<file path="config.mk">
export PLATFORM = sky130hd
export DESIGN_NAME = instruction_cache
export DESIGN_NICKNAME = d
export VERILOG_FILES = /design/src/rtl/icache_pkg.sv /design/src/rtl/icache_line_store.sv /design/src/rtl/instruction_cache.sv
export SDC_FILE = /design/constraint.sdc
export NUM_CORES = 1
export LEC_CHECK = 0
export BUFFER_PORTS_ARGS = -buffer_cell sky130_fd_sc_hd__clkbuf_2
export CAP_MARGIN = 10
export CORE_MARGIN = 5
export CORE_UTILIZATION = 45
export CTS_CLUSTER_DIAMETER = 100
export DETAILED_ROUTE_END_ITERATION = 10
export PLACE_DENSITY_LB_ADDON = 0.1
export SLEW_MARGIN = 10
export SYNTH_ARGS = -nofsm -noshare
export SYNTH_HDL_FRONTEND = slang
export SYNTH_SLANG_ARGS = --single-unit
</file>
<file path="constraint.sdc">
create_clock -name CLK -period 14.7 [get_ports CLK]
set_input_delay 0.735 -clock CLK [delete_from_list [all_inputs] [get_ports CLK]]
set_output_delay 0.735 -clock CLK [all_outputs]
set_load 0.1 [all_outputs]
</file>
<file path="src/rtl/icache_pkg.sv">
// Shared types, widths and address helpers for the instruction cache.
package icache_pkg;

  localparam int ADDR_W = 10;
  localparam int NUM_LINES = 8;
  localparam int WORDS_PER_LINE = 4;

  localparam int OFFSET_W = $clog2(WORDS_PER_LINE);
  localparam int INDEX_W = $clog2(NUM_LINES);
  localparam int TAG_W = ADDR_W - INDEX_W - OFFSET_W - 2;
  localparam int LINE_W = 32 * WORDS_PER_LINE;
  localparam int BLK_W = TAG_W + INDEX_W;

  typedef enum logic [1:0] {
    S_IDLE = 2'd0,
    S_MEM_READ = 2'd1,
    S_UPDATE = 2'd2
  } state_t;

  function automatic logic [OFFSET_W-1:0] get_offset(
    input logic [31:0] pc
  );
    return pc[2 +: OFFSET_W];
  endfunction

  function automatic logic [INDEX_W-1:0] get_index(
    input logic [31:0] pc
  );
    return pc[2+OFFSET_W +: INDEX_W];
  endfunction

  function automatic logic [TAG_W-1:0] get_tag(
    input logic [31:0] pc
  );
    return pc[2+OFFSET_W+INDEX_W +: TAG_W];
  endfunction

endpackage

</file>
<file path="src/rtl/icache_line_store.sv">
// Valid/tag/data arrays: combinational read, synchronous write,
// synchronous clear of all valid bits.
module icache_line_store
  import icache_pkg::*;
(
  input  logic               clk,
  input  logic               rst,
  input  logic               we,
  input  logic [INDEX_W-1:0] rd_index,
  input  logic [INDEX_W-1:0] wr_index,
  input  logic [TAG_W-1:0]   wr_tag,
  input  logic [LINE_W-1:0]  wr_line,
  output logic               rd_valid,
  output logic [TAG_W-1:0]   rd_tag,
  output logic [LINE_W-1:0]  rd_line
);

  logic [NUM_LINES-1:0] valid;
  logic [TAG_W-1:0]     tags [NUM_LINES];
  logic [LINE_W-1:0]    data [NUM_LINES];

  always_ff @(posedge clk) begin
    if (rst) begin
      valid <= '0;
    end else if (we) begin
      valid[wr_index] <= 1'b1;
    end
  end

  // Tag/data need no reset: valid gates every use.
  always_ff @(posedge clk) begin
    if (we) begin
      tags[wr_index] <= wr_tag;
      data[wr_index] <= wr_line;
    end
  end

  assign rd_valid = valid[rd_index];
  assign rd_tag   = tags[rd_index];
  assign rd_line  = data[rd_index];

endmodule

</file>
<file path="src/rtl/instruction_cache.sv">
// Direct-mapped read-only instruction cache with single-line refill.
// Optional hit/miss counters when ICACHE_STATS_EN is defined.
module instruction_cache
  import icache_pkg::*;
(
  input  logic              CLK,
  input  logic              RESET,
  input  logic [31:0]       PC_ADDRESS,
  output logic [31:0]       INSTRUCTION,
  output logic              BUSYWAIT,
  output logic [BLK_W-1:0]  MEM_ADDRESS,
  output logic              MEM_READ,
  input  logic [LINE_W-1:0] MEM_READDATA,
  input  logic              MEM_BUSYWAIT
`ifdef ICACHE_STATS_EN
  ,
  output logic [15:0]       HIT_COUNT,
  output logic [15:0]       MISS_COUNT
`endif
);

  state_t state;
  state_t next;

  logic [OFFSET_W-1:0] pc_offset;
  logic [INDEX_W-1:0]  pc_index;
  logic [TAG_W-1:0]    pc_tag;

  logic                rd_valid;
  logic [TAG_W-1:0]    rd_tag;
  logic [LINE_W-1:0]   rd_line;
  logic [WORDS_PER_LINE-1:0][31:0] rd_words;

  logic [BLK_W-1:0]    blk_addr;
  logic [LINE_W-1:0]   line_buf;
  logic [31:0]         last_instr;
  logic [31:0]         hit_word;
  logic                hit;
  logic                idle;
  logic                idle_hit;
  logic                we;

  assign pc_offset = get_offset(PC_ADDRESS);
  assign pc_index  = get_index(PC_ADDRESS);
  assign pc_tag    = get_tag(PC_ADDRESS);

  icache_line_store u_store (
    .clk      (CLK),
    .rst      (RESET),
    .we       (we),
    .rd_index (pc_index),
    .wr_index (blk_addr[INDEX_W-1:0]),
    .wr_tag   (blk_addr[BLK_W-1 -: TAG_W]),
    .wr_line  (line_buf),
    .rd_valid (rd_valid),
    .rd_tag   (rd_tag),
    .rd_line  (rd_line)
  );

  assign rd_words = rd_line;
  assign hit_word = rd_words[pc_offset];
  assign hit      = rd_valid && (rd_tag == pc_tag);
  assign idle     = (state == S_IDLE);
  assign idle_hit = idle && hit;
  assign we       = (state == S_UPDATE) && !RESET;

  always_comb begin
    next = state;
    unique case (state)
      S_IDLE:     if (!hit) next = S_MEM_READ;
      S_MEM_READ: if (!MEM_BUSYWAIT) next = S_UPDATE;
      S_UPDATE:   next = S_IDLE;
      default:    next = S_IDLE;
    endcase
  end

  // Refill address is frozen at miss detection, not tracked from live PC.
  always_ff @(posedge CLK) begin
    if (RESET) begin
      state      <= S_IDLE;
      blk_addr   <= '0;
      last_instr <= '0;
    end else begin
      state <= next;
      if (idle && !hit) blk_addr <= {pc_tag, pc_index};
      if (idle_hit) last_instr <= hit_word;
    end
  end

  always_ff @(posedge CLK) begin
    if (!RESET && state == S_MEM_READ && !MEM_BUSYWAIT) begin
      line_buf <= MEM_READDATA;
    end
  end

  assign INSTRUCTION = RESET ? 32'd0 : (idle_hit ? hit_word : last_instr);
  assign BUSYWAIT    = !RESET && !idle_hit;
  assign MEM_READ    = (state == S_MEM_READ);
  assign MEM_ADDRESS = blk_addr;

`ifdef ICACHE_STATS_EN
  logic [15:0] hits;
  logic [15:0] misses;

  always_ff @(posedge CLK) begin
    if (RESET) begin
      hits   <= '0;
      misses <= '0;
    end else begin
      if (idle_hit && hits != 16'hFFFF) hits <= hits + 16'd1;
      if (idle && !hit && misses != 16'hFFFF) misses <= misses + 16'd1;
    end
  end

  assign HIT_COUNT  = hits;
  assign MISS_COUNT = misses;
`endif

endmodule

</file>
======== Yosys cells after proc, flatten, opt, wreduce, memory -nomap -nowiden ========
Memory sizes are Yosys's and may differ from the RTL's.
Cells that the tools add are included.
operators by class
  order comparisons ....................... 4
  equal/unequal tests ..................... 5
  muxes and demuxes ....................... 13
  bitwise gates (word level) .............. 1
  reductions and logical operators ........ 14
operators with widths
  cell                                                 number
  2-to-1 mux 32 bit                                    3
  binary-select mux 32 bit (select 2 bit)              1
  logical AND 1 bit                                    8
  < comparator 3 x 4 -> 1 bit, second input constant   2
  bitwise OR 8 bit                                     1
  zero test 1 bit                                      4
  2-to-1 mux 1 bit                                     4
  2-to-1 mux 2 bit                                     2
  != test 2 bit, second input constant                 2
  case mux 2 bit (2 select lines)                      1
  binary-select mux 1 bit (select 3 bit)               1
  demux 1 bit (select 3 bit)                           1
  == test 3 bit                                        1
  >= comparator 3 x 1 -> 1 bit, second input constant  1
  < comparator 2 x 3 -> 1 bit, second input constant   1
  == test 2 x 1 -> 1 bit, second input constant        1
  == test 2 bit, second input constant                 1
  zero test 2 bit                                      1
  AND reduction 2 bit                                  1
word-level totals
  bits in registers ....................... 176
  memory bits (writable) .................. 1,048
  output and inout port bits .............. 40
  memories kept ........................... 2
memory list
  name          depth  bits a word  read ports  clocked after Yosys merged registers in  wr ports  RTL line                 text
  u_store.data  8      128          1           0                                        1         icache_line_store.sv:20  logic [LINE_W-1:0] data [NUM_LINES];
  u_store.tags  8      3            1           0                                        1         icache_line_store.sv:19  logic [TAG_W-1:0] tags [NUM_LINES];

======== Longest topological paths before layout ========
Gate-level depths: netlist of the first run.
  depth after elaboration ................. 6
  depth in mapped cells ................... 10
  gate-level depth less buffers ........... 6

======== Hierarchy ========
A second synthesis of the first run with hierarchy kept.
second synthesis, totals
  cell total of the unflattened synthesis .. 1,866
  area total of the unflattened synthesis .. 46,470.8 um^2
modules (own cells, without submodules)
  module             instances  cells an instance  area each (um^2)  sequential area each (um^2)
  icache_line_store  1          1,560              40,322.4          31,630.3
  instruction_cache  1          306                6,148.4           4,644.5

======== Least setup slack after synthesis of the first run ========
No wires, ideal clock.
  path type ............................... register to register
  start ................................... register state[0]
  end ..................................... register line_buf[0] (enable)
  library setup time ...................... 0.798 ns
  arrival time ............................ 11.043 ns
  path slack .............................. 2.858 ns
  cell stages (with the launch flop) ...... 3
  path buffers ............................ 0
  clock period less this slack ............ 11.842 ns
  cell sequence ........................... dfxtp_1 nor2b_1 nor3b_1
between the ends
  longest elaborated chain between the ends .. 3
ends and longest elaborated chain
  element                         RTL line                 text
  start, declared                 instruction_cache.sv:22  state_t state;
  start signal, assigned          instruction_cache.sv:84  state <= next;
  == test 2 x 1 -> 1 bit          --
  via MEM_READ                    instruction_cache.sv:12  output logic MEM_READ,
  logical AND 1 bit (2 in a row)  instruction_cache.sv:91  if (!RESET && state == S_MEM_READ && !MEM_BUSYWAIT) begin
  end signal, assigned            instruction_cache.sv:92  line_buf <= MEM_READDATA;
  end, declared                   instruction_cache.sv:35  logic [LINE_W-1:0] line_buf;
The timed path passes the listed nets, and every way through them passes these cells.
A chain may end at the register's enable or synchronous reset.

======== Final worst setup path of the first run ========
  start ................................... input PC_ADDRESS[5]
  end ..................................... output INSTRUCTION[20]
between the ends
  longest elaborated chain between the ends .. 6
  elaborated cells on any way between the ends .. 11
ends and longest elaborated chain
  element                                                                              RTL line                                          text
  start, declared                                                                      instruction_cache.sv:8                            input logic [31:0] PC_ADDRESS,
  memory (8 x 3 bit) / binary-select mux 1 bit (select 3 bit) (equally long branches)  --
  == test 3 bit / 2-to-1 mux 1 bit (equally long branches)                             instruction_cache.sv:62, icache_line_store.sv:38
  logical AND 1 bit                                                                    instruction_cache.sv:62                           assign hit = rd_valid && (rd_tag == pc_tag);
  logical AND 1 bit                                                                    instruction_cache.sv:64                           assign idle_hit = idle && hit;
  2-to-1 mux 32 bit (*) (2 in a row)                                                   --
  end, declared                                                                        instruction_cache.sv:9                            output logic [31:0] INSTRUCTION,
Mark *: on every way between the ends. The rest lies on a longest branch, timed or not. The select of a mux whose other input is x is not followed.

==> impl_metrics.csv, run 1 <==
group,metric,value,unit
run_status,status,"finished, final reports clean",
setup_path,cp-start-kind,"primary input",
sta,finalCritPeriodShare,41.1,%
place,dp.cells,3359,
sta,fmax,0.165,GHz
global_route,grt_pass1_wl,148000,um
clock_network,cts_setup_buffers,0,
floorplan,fp.dieArea,0.108,mm2
route,drtAntennaViolNets,0,
sta,post-route-min-period,6.05,ns
floorplan,core-area,0.100,mm2
route,drt-pass1-iter-count,5,
final_layout,drive_above_1_share,33.5,%
logic_synthesis,synth.distinct_cells,29,
route,drcViolationCount,0,
sta,drv_slew,0,
setup_path,cp_data_arrival_time,5.31,ns
pwr,vdd.ir_drop.worst,0.0000840,V
global_route,antenna_found_initial,5,
logic_synthesis,synthFlopType,"edfxtp_1",
route,first_iter_violations,1599,
global_route,grt_max_degree,133,
route,vias_per_cell,5.56,
logic_synthesis,seq_area_frac_synth,79.6,%
sta,fin_ws,8.65,ns
sta,hold_viol_final,0,
route,routed_wirelength,99900,um
sta,rsz0062_at_grt,"no",
final_layout,finalNetCount,2298,
route,vias,20003,
logic_synthesis,synth_seq_cells,1224,
sta,max-slew-margin-rel,27.3,%
floorplan,row_count,116,
logic_synthesis,synth_edf_count,1176,
global_route,grt_pass1_vias,21757,
place,dpl.hpwl,51300,um
route,highest_layer,"met4",
logic_synthesis,synthCells,1885,
logic_synthesis,post_synth.cell_area_avg,24.2,um2
min_path,holdPathStages,1,
pwr,powerDensity,140,mW/mm2
setup_path,timing.rr.end,"u_store.data[3][1]",
clock_network,cts-htree-levels,4,
clock_network,ctsHoldBuffers,0,
sta,tightest_slew,1.08,ns
clock_network,clkTransAtPathRegs,0.06,ns
setup_path,regToRegStartpoint,"state[0]",
pwr,p_leak,0.0166,uW
setup_path,path_class,"in2out",
pwr,finalPower,7320,uW
sta,skew,0.0194,ns
sta,setup_viol,0,
final_layout,synthToLayoutAreaGrowth,14.8,%
route,drt-met1-wl,42800,um
place,place_congestion,0.687,
clock_network,tritoncts,"done",
setup_path,required,13.97,ns
clock_network,clk-insertion-delay-late,0.73,ns
setup_path,crit_path_end_kind,"primary output",
min_path,min_from,"MEM_READDATA[26]",
flow_run,drv_cap,0,
place,pre_cts_ws,8.46,ns
logic_synthesis,synth_fp_nets,2048,
clock_network,cts_resized,0,
clock_network,cts.sinks,1224,
logic_synthesis,syn_area,0.0455,mm2
global_route,grt_remaining_overflow,0,
setup_path,ff2ff_path_depth,6,
final_layout,fin_cells,3600,
logic_synthesis,async_flop_share,0,%
clock_network,cts-root-buf,"clkbuf_16",
floorplan,die_y,328,um
logic_synthesis,yosys_warnings,0,
setup_path,rrSetupSlack,10.94,ns
min_path,hold_class,"in2reg",
route,wire_per_inst,27.7,um
clock_network,clk_path_buf_depth,3,
clock_network,numCtsBuffers,131,
floorplan,die_width,328,um
global_route,grt_usage,18.8,%
setup_path,path_max_fanout,79,
sta,fin_setup_tns,0,ns
floorplan,start_util,45.4,%
floorplan,io_pins,203,
min_path,holdPathEnd,"line_buf[26]",
route,wl_met3,4940,um
place,port_buffers,178,
route,wl_met2,50400,um
## layout by cell type (no fill, tap or decap), types with 3 or more instances in the layout
cell / instances
nand2b_1: 34
dfxtp_1: 48
mux4_2: 293
buf_12: 4
a31oi_1: 25
buf_4: 36
bufinv_16: 11
clkbuf_8: 3
mux2_2: 40
inv_6: 6
clkinv_8: 3
o221ai_1: 25
clkinv_1: 29
nor2_1: 32
nor2_4: 7
o22ai_1: 7
o21ai_0: 7
clkbuf_1: 22
xor2_1: 3
edfxtp_1: 1176
clkbuf_2: 173
clkbuf_16: 136
clkinv_2: 26
clkinvlp_4: 4
mux2i_1: 75
## power breakdown
group | internal (uW) | switching, uW | total [uW]
Sequential | 3820 | 22.5 | 3840
Clock | 1900 | 1310 | 3210
Combinational | 119 | 149 | 268
Total | 5840 | 1480 | 7320
## area by class of cell
| class | instances | area (um2) |
|---|---|---|
| Fill cell | 7828 | 48000 |
| Sequential cell | 1224 | 36300 |
| Clock inverter | 80 | 721 |
| Tap cell | 1357 | 1700 |
| Multi-Input combinational cell | 562 | 8810 |
| Clock buffer | 160 | 3510 |
| Timing Repair Buffer | 216 | 1260 |
| Antenna cell | 1 | 2.50 |
## worst max-delay path: stages
cell	delay (ns)
buf_8	0.61
buf_4	0.90
buf_4	0.85
mux4_2	0.61
mux4_2	0.53
o221ai_1	0.26
mux2i_1	0.23
clkbuf_2	0.45
## worst max-delay path by stage
stage | startpoint | to | depth (start not counted)
floorplan | state[0] | line_buf[0] | 2
global placement | PC_ADDRESS[5] | INSTRUCTION[20] | 8
detailed placement | PC_ADDRESS[5] | INSTRUCTION[20] | 8
CTS | PC_ADDRESS[5] | INSTRUCTION[20] | 8
global route | PC_ADDRESS[5] | INSTRUCTION[16] | 8
finish | PC_ADDRESS[5] | INSTRUCTION[20] | 8
## synth_stat cells, drive strengths merged (2+ instances only)
cell type / instances / area (um2)
edfxtp: 1176 / 35300
mux4: 293 / 6600
mux2i: 75 / 751
buf: 63 / 390
dfxtp: 48 / 961
mux2: 40 / 450
nor2: 39 / 154
clkbuf: 36 / 135
nand2b: 35 / 219
a31oi: 25 / 156
o221ai: 25 / 219
o21ai: 7 / 35.0
o22ai: 7 / 43.8
xor2: 3 / 26.3
nand2: 2 / 7.51
nor3: 2 / 10.0
nor3b: 2 / 15.0
## sequential cells by signal (all words and copies together) (netlist names)
name	cells
MEM_ADDRESS	6
last_instr	32
line_buf	128
state	2
u_store.data	1024
u_store.tags	24
u_store.valid	8
## cells by family (layout without fill, tap and decap cells)
| group | Yosys count | count (layout) | synth area share (%) |
|---|---|---|---|
| AOI/OAI and AO/OA | 66 | 66 | 1.07 |
| DFF | 1224 | 1224 | 79.6 |
| buffers and inverters | 99 | 456 | 1.15 |
| muxes | 408 | 408 | 17.1 |
| other | 0 | 1 | 0 |
| and+or+nand+nor | 85 | 85 | 0.959 |
| xor gates and xnor gates | 3 | 3 | 0.0577 |
## per-stage QoR
stage	utilization, %	area [um2]	hold slack (ns)
global placement	47.9	48000	0.455
CTS	52.1	52300	0.115
global route	52.1	52300	0.136
detailed placement	47.9	48000	0.456
floorplan	-	45500	0.435
finish	52.1	52300	0.182
## per-layer routing
metal | global-route usage, % | vias up
met5 | 0 | -
met4 | 4.61 | 0
met1 | 25.9 | 10812
met2 | 31.5 | 497
met3 | 3.62 | 125
li1 | - | 8569
Power figures use the tool's default switching activity.
==> inputs of run 2 (changes only) <==
==> constraint.sdc (replaced) <==
create_clock -name CLK -period 5.58 [get_ports CLK]
set_input_delay 0.279 -clock CLK [delete_from_list [all_inputs] [get_ports CLK]]
set_output_delay 0.279 -clock CLK [all_outputs]
set_load 0.1 [all_outputs]
==> run 2 against run 1 <==
Compared with the run above: via count rose by 3.3%; combinational power rose to 3.0 times the previous value; sequential share of layout area fell by 1.6 points; utilization rose by 1.2 points; final cell count rose by 3.2%; power rose to 2.6 times the previous value; final area rose by 2.3%; critical path depth did not move; clock skew rose by 0.0016 ns.
==> impl_metrics.csv, run 2 (synthesis gave the netlist of run 1 again) <==
group,metric,value,unit
pwr,switching_share,20.1,%
clock_network,cts-htree-levels,4,
setup_path,path_max_fanout,13,
final_layout,drive_above_1_share,30.8,%
floorplan,die_y,328,um
pwr,vdd.ir_drop.worst,0.000242,V
global_route,grt_max_degree,115,
clock_network,clk_path_buf_depth,3,
global_route,antenna_found_initial,2,
sta,fmax,0.230,GHz
route,vias_per_cell,5.56,
sta,max-slew-margin-rel,35.5,%
final_layout,largestRegisters,"u_store.data: 1024 flops, line_buf: 128 flops, last_instr: 32 flops",
sta,skew,0.0209,ns
floorplan,row_count,116,
place,place_congestion,0.700,
place,dpl.hpwl,51000,um
final_layout,diodes,0,
setup_path,path_class,"reg2out",
route,drcViolationCount,0,
place,port_buffers,178,
sta,tightest_slew,0.967,ns
pwr,powerDensity,356,mW/mm2
route,first_iter_violations,1536,
clock_network,clkTransAtPathRegs,0.06,ns
pwr,clkPwrFrac,42.7,%
pwr,comb_power_share,4.2,%
pwr,intPower,15200,uW
global_route,grt_pass1_vias,21978,
place,pre_cts_ws,1.40,ns
global_route,grt_usage,19.0,%
sta,rsz0062_at_grt,"no",
pwr,switchingPower,3820,uW
clock_network,numCtsBuffers,132,
global_route,grt_remaining_overflow,0,
floorplan,fp.dieArea,0.108,mm2
sta,hold_viol_final,0,
route,drtAntennaViolNets,0,
sta,fin_ws,1.23,ns
floorplan,start_util,45.4,%
route,routed_wirelength,101000,um
clock_network,tritoncts,"done",
clock_network,cts-root-buf,"clkbuf_16",
final_layout,final_cell_mix,"edfxtp_1, mux4_2, clkbuf_2, clkbuf_16, dlygate4sd3_1",
setup_path,cp-start-kind,"flop",
flow_run,drv_cap,0,
final_layout,finalNetCount,2430,
clock_network,clk-insertion-delay-late,0.70,ns
floorplan,core-area,0.100,mm2
final_layout,regMostFlops,"u_store.data",
final_layout,largest_reg_flops,1024,
clock_network,cts.sinks,1224,
final_layout,final_common_cell,"edfxtp_1",
sta,post-route-min-period,4.35,ns
final_layout,synthToLayoutAreaGrowth,17.5,%
final_layout,nFillCells,7701,
route,wire_per_inst,27.1,um
sta,setup_viol,0,
pwr,p_leak,0.0171,uW
floorplan,die_width,328,um
sta,fin_setup_tns,0,ns
clock_network,cts_resized,0,
run_status,status,"finished, final reports clean",
route,drt-pass1-iter-count,5,
floorplan,io_pins,203,
sta,finalCritPeriodShare,77.9,%
pwr,power_frac_seq,53.1,%
min_path,hold_class,"in2reg",
global_route,grt_pass1_wl,149000,um
setup_path,crit_path_end_kind,"primary output",
setup_path,cp_data_arrival_time,4.07,ns
sta,drv_slew,0,
route,vias,20673,
setup_path,required,5.30,ns
## run 2: through the flow
stage                     hold WS [ns]  std cells  area (um2)  total power (uW)  util (%)
after detailed placement         0.458       3355       48200             11100      48.0
after global routing             0.163       3716       53500             19700      53.4
after floorplan                  0.355       1885       45600             10800         -
final                            0.185       3716       53500             19000      53.4
after global placement           0.445       3355       48200             11000      48.0
after CTS                        0.115       3716       53500             19300      53.4
## run 2: repair_timing
item	CTS	global route
setup endpoints to repair	0	0
endpoints found under the hold margin	136	0
hold buffers	135	0
setup buffers	0	0
## run 2: worst max-delay path, cell delays in order (launching register included)
cell and delay, ns:
edfxtp_1 0.32, mux2i_1 0.07, mux4_2 0.49, xor2_1 0.35
nand4_1 0.20, nor2_4 0.71, buf_4 0.38, mux2i_1 0.31
clkbuf_2 0.51
## run 2: path summary, 6_finish.rpt
kind                            slack (ns)          endpoint          startpoint  cells past startpoint
worst max register to register        2.63    last_instr[15]  u_store.tags[7][0]                      7
worst max-delay path                  1.23   INSTRUCTION[15]  u_store.tags[7][0]                      8
worst min register to register        0.48  u_store.valid[5]    u_store.valid[5]                      2
worst min-delay path                  0.19    MEM_ADDRESS[2]       PC_ADDRESS[6]                      3
## run 2: area by class of cell
class / count / area [um2] / share of cell area, %
tap: 1357 / 1700 / 3.17
clock inverter: 49 / 384 / 0.718
clock buffer: 177 / 3610 / 6.74
sequential: 1224 / 36300 / 67.8
timing repair buffer: 347 / 2710 / 5.06
multi-input combinational: 562 / 8830 / 16.5
## run 2: layer usage
metal  share of wire [%]  vias up  GRT usage [%]
met5                   0        -              0
met1                  44    11224           27.0
li1                    -     8809              -
met3                 4.6      149           3.06
met4                 2.2        0           5.59
met2                  49      491           30.8
## run 2: power by group through the flow
stage / registers (uW) / logic (uW) / clock network [uW]
after floorplan: 10300 / 462 / 0
after global placement: 10300 / 741 / 0
after detailed placement: 10300 / 742 / 0
after CTS: 10100 / 820 / 8350
after global routing: 10100 / 852 / 8770
final: 10100 / 795 / 8130
